## config.mk

```make
export PLATFORM = sky130hd
export DESIGN_NAME = magnetron_pwm_ctrl
export DESIGN_NICKNAME = d
export VERILOG_FILES = /design/src/rtl/magnetron_pwm_ctrl.sv
export SDC_FILE = /design/constraint.sdc
export NUM_CORES = 1
export LEC_CHECK = 0
export CAP_MARGIN = 5
export CORE_MARGIN = 5
export CORE_UTILIZATION = 30
export DETAILED_ROUTE_END_ITERATION = 6
export HOLD_SLACK_MARGIN = 0.02
export SLEW_MARGIN = 20
export SYNTH_ARGS = -nofsm -noshare
export SYNTH_HDL_FRONTEND = slang
export SYNTH_SLANG_ARGS = --single-unit
```

## constraint.sdc

```tcl
create_clock -name clk -period 2.3 [get_ports clk]
set_input_delay 0.46 -clock clk [delete_from_list [all_inputs] [get_ports clk]]
set_output_delay 0.46 -clock clk [all_outputs]
set_load 0.02 [all_outputs]
```

## src/rtl/magnetron_pwm_ctrl.sv

```systemverilog
// Magnetron controller: button edge detect, cook/pause/done FSM, latched power and PWM enable with door interlock.
// Latency: state changes on the edge after a press; Q follows the registered phase, door gating is combinational.
// Backpressure: none; buttons are level inputs sampled every cycle. Optional soft-start: MAGNETRON_SOFTSTART_EN.
module magnetron_pwm_ctrl #(
  parameter int PWR_W       = 4,
  parameter int PERIOD      = 15,
  parameter int SOFT_FRAMES = 2
) (
  input  logic             clk,
  input  logic             resetn,
  input  logic             startn,
  input  logic             stopn,
  input  logic             clearn,
  input  logic             door_closed,
  input  logic             timer_done,
  input  logic [PWR_W-1:0] power,
  output logic             Q,
  output logic             cooking,
  output logic             paused,
  output logic             done
);

  typedef enum logic [1:0] {IDLE, COOK, PAUSE, DONE} state_t;

  // Common compare width: holds power_q + 1 and the value PERIOD itself.
  localparam int PH_W = $clog2(PERIOD);
  localparam int CW_A = PWR_W + 1;
  localparam int CW_B = $clog2(PERIOD + 1);
  localparam int CW   = (CW_A > CW_B) ? CW_A : CW_B;
  localparam logic [CW-1:0]   PERIOD_C = CW'(PERIOD);
  localparam logic [PH_W-1:0] PH_LAST  = PH_W'(PERIOD - 1);

  state_t            state_q;
  logic [PWR_W-1:0]  power_q;
  logic [PH_W-1:0]   phase_q;
  logic              start_q, stop_q, clear_q;
  logic              arm_q;
  logic              start_p, stop_p, clear_p;
  logic [CW-1:0]     pq_ext, on_full, on_time;

  // Button sample registers; arm_q blocks the first edge after reset so a held button is not a press.
  always_ff @(posedge clk) begin
    if (!resetn) begin
      start_q <= 1'b1;
      stop_q  <= 1'b1;
      clear_q <= 1'b1;
      arm_q   <= 1'b0;
    end else begin
      start_q <= startn;
      stop_q  <= stopn;
      clear_q <= clearn;
      arm_q   <= 1'b1;
    end
  end

  assign start_p = arm_q & start_q & ~startn;
  assign stop_p  = arm_q & stop_q  & ~stopn;
  assign clear_p = arm_q & clear_q & ~clearn;

  // Cooking FSM with power latch and PWM phase; phase is held at 0 outside COOK so every entry starts a fresh frame.
  always_ff @(posedge clk) begin
    if (!resetn) begin
      state_q <= IDLE;
      power_q <= '0;
      phase_q <= '0;
    end else begin
      if (state_q == COOK && phase_q != PH_LAST) begin
        phase_q <= phase_q + PH_W'(1);
      end else begin
        phase_q <= '0;
      end
      case (state_q)
        IDLE: begin
          if (!clear_p && door_closed && start_p && power != '0) begin
            state_q <= COOK;
            power_q <= power;
          end
        end
        COOK: begin
          if (clear_p)           state_q <= IDLE;
          else if (!door_closed) state_q <= PAUSE;
          else if (timer_done)   state_q <= DONE;
          else if (stop_p)       state_q <= PAUSE;
        end
        PAUSE: begin
          if (clear_p)                     state_q <= IDLE;
          else if (door_closed && start_p) state_q <= COOK;
        end
        DONE: begin
          if (clear_p || !door_closed) state_q <= IDLE;
        end
        default: state_q <= IDLE;
      endcase
    end
  end

  assign pq_ext  = CW'(power_q);
  assign on_full = (pq_ext > PERIOD_C) ? PERIOD_C : pq_ext;

`ifdef MAGNETRON_SOFTSTART_EN
  localparam int FR_W = (SOFT_FRAMES > 0) ? $clog2(SOFT_FRAMES + 1) : 1;
  localparam logic [FR_W-1:0] SF_C = FR_W'(SOFT_FRAMES);

  logic [FR_W-1:0] frm_q;
  logic [CW-1:0]   on_half;

  // Saturating count of completed frames since the last entry to COOK (including resume from PAUSE).
  always_ff @(posedge clk) begin
    if (!resetn) begin
      frm_q <= '0;
    end else if (state_q != COOK) begin
      frm_q <= '0;
    end else if (phase_q == PH_LAST && frm_q != SF_C) begin
      frm_q <= frm_q + FR_W'(1);
    end
  end

  assign on_half = (pq_ext + CW'(1)) >> 1;
  assign on_time = (frm_q != SF_C) ? ((on_half > PERIOD_C) ? PERIOD_C : on_half) : on_full;
`else
  assign on_time = on_full;
`endif

  // Status flags decode the registered state only; no input reaches them combinationally.
  assign cooking = (state_q == COOK);
  assign paused  = (state_q == PAUSE);
  assign done    = (state_q == DONE);

  // Door term stays combinational so an open door kills the enable in the same cycle.
  assign Q = cooking & (CW'(phase_q) < on_time) & door_closed;

endmodule

```

### Yosys cells after proc, flatten, opt, wreduce, memory -nomap -nowiden

Index checks and enable logic that the tools add are counted.
W data, S select, Z words.

| storage, ports and cells | value |
|---|---|
| flip-flop bits (word level) | 14 |
| output and inout port bits | 4 |

| operators by class | value |
|---|---|
| add/subtract/negate cells | 1 |
| magnitude comparators | 2 |
| equal/unequal tests | 8 |
| muxes and demuxes | 11 |
| bitwise operators | 11 |
| reduce and logical (&&, ||, !) cells | 13 |

Operator list:

| operator | number |
|---|---|
| $mux W2 | 8 |
| $and A1 B1 Y1 | 8 |
| $pmux W2 S4 | 1 |
| $logic_and A1 B1 Y1 | 5 |
| $ne A5 B3 Y1 const B | 1 |
| $add A4 B1 Y4 const B | 1 |
| $eq A2 B2 Y1 const B | 2 |
| $gt A4 B4 Y1 const B | 1 |
| $lt A4 B4 Y1 | 1 |
| $mux W4 | 1 |
| $ne A4 B4 Y1 const B | 1 |
| $reduce_and A2 Y1 | 2 |
| $reduce_and A4 Y1 | 1 |
| $reduce_bool A4 Y1 | 1 |
| $ne A3 B1 Y1 const B | 1 |
| $not A1 Y1 | 3 |
| $eq A2 B1 Y1 const B | 1 |
| $logic_not A1 Y1 | 2 |
| $logic_not A2 Y1 | 1 |
| $ne A2 B1 Y1 const B | 1 |
| $ne A2 B2 Y1 const B | 1 |
| $logic_or A1 B1 Y1 | 1 |
| $mux W1 | 1 |

### Longest topological paths before layout

| depth | value |
|---|---|
| depth after elaboration | 8 |
| gate-level depth with buffers | 5 |

### Worst setup path before layout

No wires, ideal clock.

| path | value |
|---|---|
| path type | reg2out |
| start point | reg power_q[1] |
| end point | out Q |
| data arrival time | 1.497 ns |
| required time | 1.840 ns |
| slack | 0.343 ns |
| stages on the path, launching flop included | 6 |
| path buffers | 0 |
| path through | dfxtp_1 > inv_1 > ha_1 > a21o_1 > a21o_1 > a211oi_1 |

| on the way | value |
|---|---|
| word-level cells in the longest chain between the ends | 5 |

RTL lines:

| item | line | source |
|---|---|---|
| from (decl) | 34 | `logic [PWR_W-1:0] power_q;` |
| from (signal assigned) | 76 | `power_q <= power;` |
| $gt A4 B4 Y1 | 98 | `assign on_full = (pq_ext > PERIOD_C) ? PERIOD_C : pq_ext;` |
| $mux W4 * | 98 |  |
| $lt A4 B4 Y1 * | 130 | `assign Q = cooking & (CW'(phase_q) < on_time) & door_closed;` |
| $and A1 B1 Y1 * (2 in a row) | 130 |  |
| to (decl) | 17 | `output logic Q,` |

Mark *: on every way between the ends. The rest lies on a longest branch, timed or not.

### Worst setup path in the final report

Ends and elaborated chain as after synthesis.

==> results <==
- Counting the buffers created by CTS gives 3.
- The slowest stage of the critical path belongs to the cell sky130_fd_sc_hd__dfxtp_1.
- Entering global routing, the biggest net connects 11 pins.
- The nature of the critical path endpoint is a primary output.
- The sink count of the clock tree is 14.
- After synthesis, flip-flops and latches occupy 39.4% of the total area.
- The placed instances occupy a cell area of 918 µm².
- The register-to-register path setup slack is approximately 0.89 ns.
- The finished layout holds 129 standard cells, fillers aside.
- After synthesis, the share of flip-flops with an asynchronous set or reset is 0%.
- The final max-slew violation count is 0.
- From synthesis to final layout, the design area changed by 33.6%.
- Across the routed clock network, the largest skew measured is 0.00310 ns.
- The transition at the pin with the smallest max-transition slack is roughly 0.53 ns.
- Once the floorplan was initialized, standard cells occupied 31.8% of the core.
- In this run the number of H-tree levels came out at 1.
- The initial antenna violation count came to 0.
- The worst hold path depth is 2.
- The number of antenna repair diodes is 0.
- The worst path uses 92.6% of the clock period.
- The worst hold path terminates at power_q[0].
- The remaining antenna violation count is 0.
- The clock tree from TritonCTS is done.
- The worst reg2reg path depth is 4.
- Clock-pin slew was measured on the worst setup and hold paths at 0.08 ns.
- The number of hold buffers added after cts is 0.
- In this run the standard cell core region covers about 2200 µm².
- STA puts the critical path data arrival time at 1.67 ns.
- The kind of cell adding the most delay to the critical path is compound AO/OA/AOI/OAI gates.
- Across every metal layer, demand over resource in global routing totals 9.27%.
- The flip-flop and latch count after synthesis is 14.
- Setup repair after global routing left no endpoint under its margin.
- The clock passes through at most 2 buffers.
- The data required time at the worst endpoint is 1.84 ns.
- The Yosys step of the flow raised 0 warnings.
- Traced cell by cell, the critical path runs through inv_1 > ha_1 > a21o_1 > a21o_1 > a211oi_1 > clkbuf_2.
- The worst reg2reg path endpoint is power_q[1].
- The worst hold path begins at power_q[0].
- The area of the mapped netlist is 711 µm².
- STA classifies the critical path startpoint as a flop.
- Hold is met by approximately 0.49 ns.
- The maximum vdd drop is 283 µV.
- The global-route wire length before repair is 2.48 mm.
- The maximum net fanout on the critical path is 2.
- The standby leakage power is 0.346 nW.
- Port buffering added 14 buffers.
- The floorplan die area is 3440 µm².
- The power per unit of standard cell area is 556 nW/µm².
- In the synthesized netlist the dominant register cell turns out to be sky130_fd_sc_hd__dfxtp_1.
- The max-cap violation count is 0.
- The most frequent cell on the critical path is sky130_fd_sc_hd__a21o_1.
- The flow ran to the end, and the final reports show no timing, DRC or antenna violations.
- The number of setup buffers added after CTS is 0.
- The total count of hold-check failures in the final report is 0.
- The path class of the tightest hold or removal check is flop to flop.
- Counting every net in the synthesized netlist gives 95.
- Detailed routing inserted a total of 626 vias.
- The clock network latency to the later pin of the worst-skew pair is 0.27 ns.
- After detailed routing, the number of remaining DRC violations is 0.
- The number of I/O pins is 15.
- Derived from the worst setup path, the maximum achievable clock frequency is 0.470 GHz.
- The routed design could run at a clock period as short as 2.13 ns.
- Counting both buffers and inverters, the worst setup path holds a total of 2.
- The number of gates resized after CTS was 2.
- Including well taps, the total number of placed cells is 125.
- The number of global-route vias before repair is 583.
- The via density per instance is between 4 and 5.
- The wire length per cell is about 11 µm.
- The final number of setup-violating endpoints is 0.
- The total of fill cells in the finished design is 233.
- The number of design-rule violations left by the first detailed-router iteration is 20.
- The critical path in this run is classified as flop to primary output.
- After floorplanning, the core was divided into 17 placement rows.
- The number of different library cells used by synthesis comes to 29.
- The largest single stage delay on the critical path is ~0.33 ns.
- The average size of a mapped cell is approximately 9 µm².
- Counting flops with a built-in enable in the synthesized netlist gives 0.
- Headroom to the max-slew limit came out at between 60 and 70%.
- The placed wire-length estimate is 1.17 mm.
- The startpoint identified for the worst register-to-register timing path is arm_q.
- The routability congestion estimate from global placement is 0.787.
- The horizontal die dimension is 58.7 µm.
- In the final layout, the share of cells above drive strength 1 is 15.8%.
- In this run the clock root is driven by a sky130_fd_sc_hd__clkbuf_4.
- The number of optimization iterations in the first detailed-route pass is 4.
- The total power draw is 0.000528 W.
- After global routing the overflow that remains totals 0.
- The final instance area is 950 µm².
- Synthesis handed over a netlist of 79 instances.
- The overall routed net length is 1.42 mm.
- The height of the die is 58.7 µm.
- The number of nets in the finished design is ~120.
==> synth_stat cells, types with 2 or more instances <==
master,number,area share [%]
sky130_fd_sc_hd__nand3_1,7,4.9
sky130_fd_sc_hd__o311ai_1,2,2.5
sky130_fd_sc_hd__a21oi_1,6,4.2
sky130_fd_sc_hd__a21o_1,2,2.1
sky130_fd_sc_hd__inv_1,6,3.2
sky130_fd_sc_hd__dfxtp_1,14,39
sky130_fd_sc_hd__nor2_1,7,3.7
sky130_fd_sc_hd__nand2b_1,7,6.2
sky130_fd_sc_hd__ha_1,5,8.8
sky130_fd_sc_hd__o21ai_1,4,2.8
==> cells by family after synthesis <==
family	share of synthesized area, %
AO/OA/AOI/OAI	20.2
buffers and inverters	4.40
flip-flops	39.4
XOR/XNOR	2.47
adder cells (fa/ha/maj)	8.80
AND/OR/NAND/NOR	24.6
==> layout by cell type (no fill, tap or decap), types with 2 or more instances in the layout <==
cell type | Yosys | layout
sky130_fd_sc_hd__dfxtp_1 | 14 | 14
sky130_fd_sc_hd__nand2b_1 | 7 | 7
sky130_fd_sc_hd__inv_1 | 6 | 6
sky130_fd_sc_hd__clkbuf_4 | 0 | 3
sky130_fd_sc_hd__a21oi_1 | 6 | 6
sky130_fd_sc_hd__o311ai_1 | 2 | 2
sky130_fd_sc_hd__o21ai_1 | 4 | 4
sky130_fd_sc_hd__nand3_1 | 7 | 7
sky130_fd_sc_hd__clkdlybuf4s50_1 | 0 | 13
sky130_fd_sc_hd__ha_1 | 5 | 5
sky130_fd_sc_hd__a21o_1 | 2 | 2
sky130_fd_sc_hd__buf_4 | 0 | 5
sky130_fd_sc_hd__nor2_1 | 7 | 7
==> how the worst max path moves through the flow <==
stage               cells past startpoint  to  slack [ns]   startpoint
global placement                        4   Q       -0.05  door_closed
global route                            6   Q       0.008   power_q[1]
detailed placement                      4   Q       -0.05  door_closed
floorplan                               5   Q        0.34   power_q[1]
finish                                  6   Q        0.17   power_q[1]
CTS                                     6   Q       0.003   power_q[1]
==> metal layers <==
layer  vias up  share of wire [%]  track usage [%]
li1        327                  -                -
met1       279                 48             12.4
met2        18                 43             13.4
met3         2                8.0             4.61
met4         0               0.99             1.94
met5         -                  0                0
==> worst min-delay path, stage by stage, from the launching register on <==
cell and delay (ns):
sky130_fd_sc_hd__dfxtp_1 0.32, sky130_fd_sc_hd__o21ai_1 0.07, sky130_fd_sc_hd__a21oi_1 0.06
==> flip-flops by register name (all words and copies together), names as in the netlist <==
signal,flops
stop_q,1
phase_q,4
clear_q,1
power_q,4
arm_q,1
start_q,1
state_q,2
==> cell type report <==
cell class / count / area, µm² / share of cell area, %
multi-input combinational: 57 / 399 / 42.0
clock buffer: 4 / 36.3 / 3.82
timing repair buffer: 19 / 173 / 18.2
inverter: 7 / 26.3 / 2.77
tap: 28 / 35.0 / 3.69
sequential: 14 / 280 / 29.5
==> power breakdown <==
| group | internal (W) | total, W | switching (W) |
|---|---|---|---|
| Clock | 0.0000962 | 0.000170 | 0.0000739 |
| Sequential | 0.000253 | 0.000260 | 0.00000774 |
| Combinational | 0.0000515 | 0.0000979 | 0.0000464 |
| Total | 0.000400 | 0.000528 | 0.000128 |
==> per-stage QoR <==
step	setup TNS (ns)	setup WS (ns)	util (%)
global placement	-0.0478	-0.0478	41.1
global route	0	0.00798	42.5
finish	0	0.171	42.5
CTS	0	0.00283	42.7
floorplan	0	0.343	-
detailed placement	-0.0498	-0.0498	41.1
No activity file was read; power rests on OpenSTA's default activity.
==> patch 1, RTL diff (same settings) <==
The parameter `PERIOD` goes from 15 to 14.
--- a/src/rtl/magnetron_pwm_ctrl.sv
+++ b/src/rtl/magnetron_pwm_ctrl.sv
@@ -4,5 +4,5 @@
 module magnetron_pwm_ctrl #(
   parameter int PWR_W       = 4,
-  parameter int PERIOD      = 15,
+  parameter int PERIOD      = 14,
   parameter int SOFT_FRAMES = 2
 ) (
Formal check against the unedited RTL: no difference found for any inputs over 10 cycles, from zero or initial values and one cycle with resetn low; that may be too few to reach the edited logic, so the function may still have changed.
==> patch 1 against the original RTL <==
- area after synthesis increased by 4.9%
- via count increased by 4.3%
- setup slack got worse by 0.045 ns
- final area increased by 1.6%
- global-route usage increased by 1.3 points
- wire length increased by 12%
- sequential cell count unchanged
- power increased by 1.2%
- largest power group unchanged
- highest routed layer unchanged
==> patch 1: results (changes against the original RTL) <==
status completed; clk_lat worst skew approximately 0.28 ns; R2R setup slack 0.76 ns (-0.13 ns); Fin Clk Skew 0.00802 ns (+0.00492 ns); routed wire length 1.59 mm (+12%); Area contributors post-synth dfxtp_1 38%, ha_1 8.4%, nand3b_1 7.0%, a21oi_1 3.4%, nand2b_1 3.4%; Via density 5.10 (+5.1%); Tcrit/Tclk final 94.5% (+1.9 points); Worst Setup EP cooking; WP data arrival 1.71 ns (+0.04 ns); number of global-route vias before repair 669 (+15%); Hold Crit Depth 1 (-1); WHS 0.491 ns (+0.00334 ns); worst-path fanout max 17 (+15); crit path launch state_q[0]; syn_area_per_cell 9.44 um^2 (+4.9%); XOR/XNOR Fraction of Synth Area 2.35% (-0.12 points); DPL Wire Length 1.23 mm (+5.5%); worst vdd ir 0.233 mV (-18%); total track usage 10.5% (+1.3 points); share of cells above drive strength 1 15.3% (-0.54 points); routability-driven placement congestion ratio 0.686 (-13%); drt first-iter violations 22 (+10%); Synth async-reset ratio 0% (unchanged); Worst R2R End state_q[0]; Slew headroom 61.0% (-3.6 points); reg2reg start state_q[1]; Nets 115 (-2.5%); Post-DP Area 933 um^2 (+1.6%); Leak 0.342 nW (-1.1%); hold path start phase_q[0]; Commonest cells post-synth 14 x dfxtp_1, 7 x nand3b_1, 6 x inv_1; Hold Path Sink phase_q[0]; first-pass GRT wire length 2.80 mm (+13%)
patch 1: power by group through the flow:
stage               Clock, mW  Combinational (mW)  Sequential [mW]
floorplan                   0              0.0570            0.264
global placement            0              0.0976            0.265
detailed placement          0              0.0987            0.265
CTS                     0.185              0.0992            0.259
global route            0.198               0.108            0.261
finish                  0.177              0.0985            0.259
patch 1: final cells by class:
type / instances / area [um^2]
Clock buffer: 4 / 36.3
Fill cell: 256 / 1470
Inverter: 6 / 22.5
Multi-Input combinational cell: 56 / 423
Sequential cell: 14 / 280
Tap cell: 30 / 37.5
Timing Repair Buffer: 18 / 165
patch 1: per-layer routing:
layer	global-route usage, %	vias to the layer above	share of wire [%]
met4	6.65	0	2.6
met2	17.3	16	46
met5	0	-	0
li1	-	332	-
met3	2.59	4	6.6
met1	12.1	301	44
patch 1: critical path, stage by stage (launching register included):
cell	delay (ns)
dfxtp_1	0.36
buf_4	0.21
nor2b_1	0.23
clkdlybuf4s50_1	0.64
==> patch 2, RTL diff (config.mk and constraints unchanged) <==
Made on the original files. Re-encode `state_t` (4 states) as one-hot, 4 bits wide.
--- a/src/rtl/magnetron_pwm_ctrl.sv
+++ b/src/rtl/magnetron_pwm_ctrl.sv
@@ -21,5 +21,5 @@
 );
 
-  typedef enum logic [1:0] {IDLE, COOK, PAUSE, DONE} state_t;
+  typedef enum logic [3:0] {IDLE = 4'b0001, COOK = 4'b0010, PAUSE = 4'b0100, DONE = 4'b1000} state_t;
 
   // Common compare width: holds power_q + 1 and the value PERIOD itself.
Behaviour: no difference found for any inputs over 10 cycles, from zero or initial values and one cycle with resetn low; not proved beyond that.
==> patch 2 against the original RTL <==
- power is 7.4% lower
- area after synthesis is 15% higher
- count of clock-buffer cells in the layout is 1 lower
- setup slack worse by 0.090 ns
- clock power is 15% lower
- first-iteration DRC count is 10% lower
- via count is 7.7% higher
- sequential cell count is 2 higher
- wire length is 26% higher
- sequential share of layout area is 0.46 points lower
- final area is 17% higher
- register-to-register slack worse by 0.38 ns
==> patch 2: results (changes against the original RTL) <==
status completed; worst vdd ir 0.317 mV (+12%); WP data arrival 1.76 ns (+0.09 ns); count of different cell masters after synthesis 33 (+14%); Post-Layout Cell Count 140 (+8.5%); CLK BUF 3 (-1); Commonest cells post-synth 16 x dfxtp_1, 8 x nor2_1, 7 x inv_1; Net Count, Synth 101 (+6.3%); wl on met1 857 um (+25%); adder and majority gate portion of the synthesized area 7.68% (-1.1 points); drt first-iter violations 18 (-10%); routability-driven placement congestion ratio 0.809 (+2.8%); Seq area share 29.1% (-0.46 points); Area contributors post-synth dfxtp_1 39%, ha_1 7.7%, mux2i_1 4.9%, nand2b_1 3.8%, nor2b_1 3.8%; Leak 0.443 nW (+28%); Nets 128 (+8.5%); Slowest cell on crit path a2111oi_4; Layout fillers 255 (+9.4%); XOR/XNOR Fraction of Synth Area 2.15% (-0.31 points); met3 wire len 96 um (-15%); DPL Wire Length 1.45 mm (+24%); Post-CTS Resized 10 (+8); syn_area_per_cell 9.58 um^2 (+6.5%); mux contribution to synthesized area 4.92% (+4.9 points); GR Layer Usage met2 14.4% (+0.98 points); GR Util met1 13.7% (+1.3 points); biggest regs phase_q: 4 flops, power_q: 4 flops, state_q: 4 flops; Synth Area in Compound Gates 9.98% (-10 points); Non-Clock Buffer Count 24 (+5); GR Layer Usage met3 2.88% (-1.7 points); sequential area share after synthesis 39.3% (-0.11 points); NonClk Buf Share 19.0% (+0.85 points); total track usage 10.1% (+0.81 points); first-pass GRT wire length 3.17 mm (+27%); clk tree area frac 2.03% (-1.8 points)
-- patch 2: path summary, 6_finish.rpt --
path | cells after the start | startpoint | endpoint | slack [ns]
worst max register to register | 5 | state_q[1] | power_q[1] | 0.51
worst min register to register | 2 | phase_q[0] | phase_q[0] | 0.53
worst min-delay path | 2 | phase_q[0] | phase_q[0] | 0.53
worst max-delay path | 6 | power_q[1] | Q | 0.08
-- patch 2: power by group --
group	total (mW)	switching (mW)	internal, mW	leakage, nW
combinational	0.0579	0.0242	0.0337	0.298
clock	0.144	0.0833	0.0607	0.0138
sequential	0.287	0.00419	0.283	0.131
-- patch 2: per-stage QoR --
step | cell area [um^2] | hold WS (ns) | setup WS, ns
after floorplan | 816 | 0.436 | 0.0225
final | 1110 | 0.527 | 0.0814
after global placement | 1060 | 0.499 | -0.257
after CTS | 1100 | 0.523 | 0.0378
after global routing | 1110 | 0.570 | -0.00126
after detailed placement | 1060 | 0.512 | -0.291
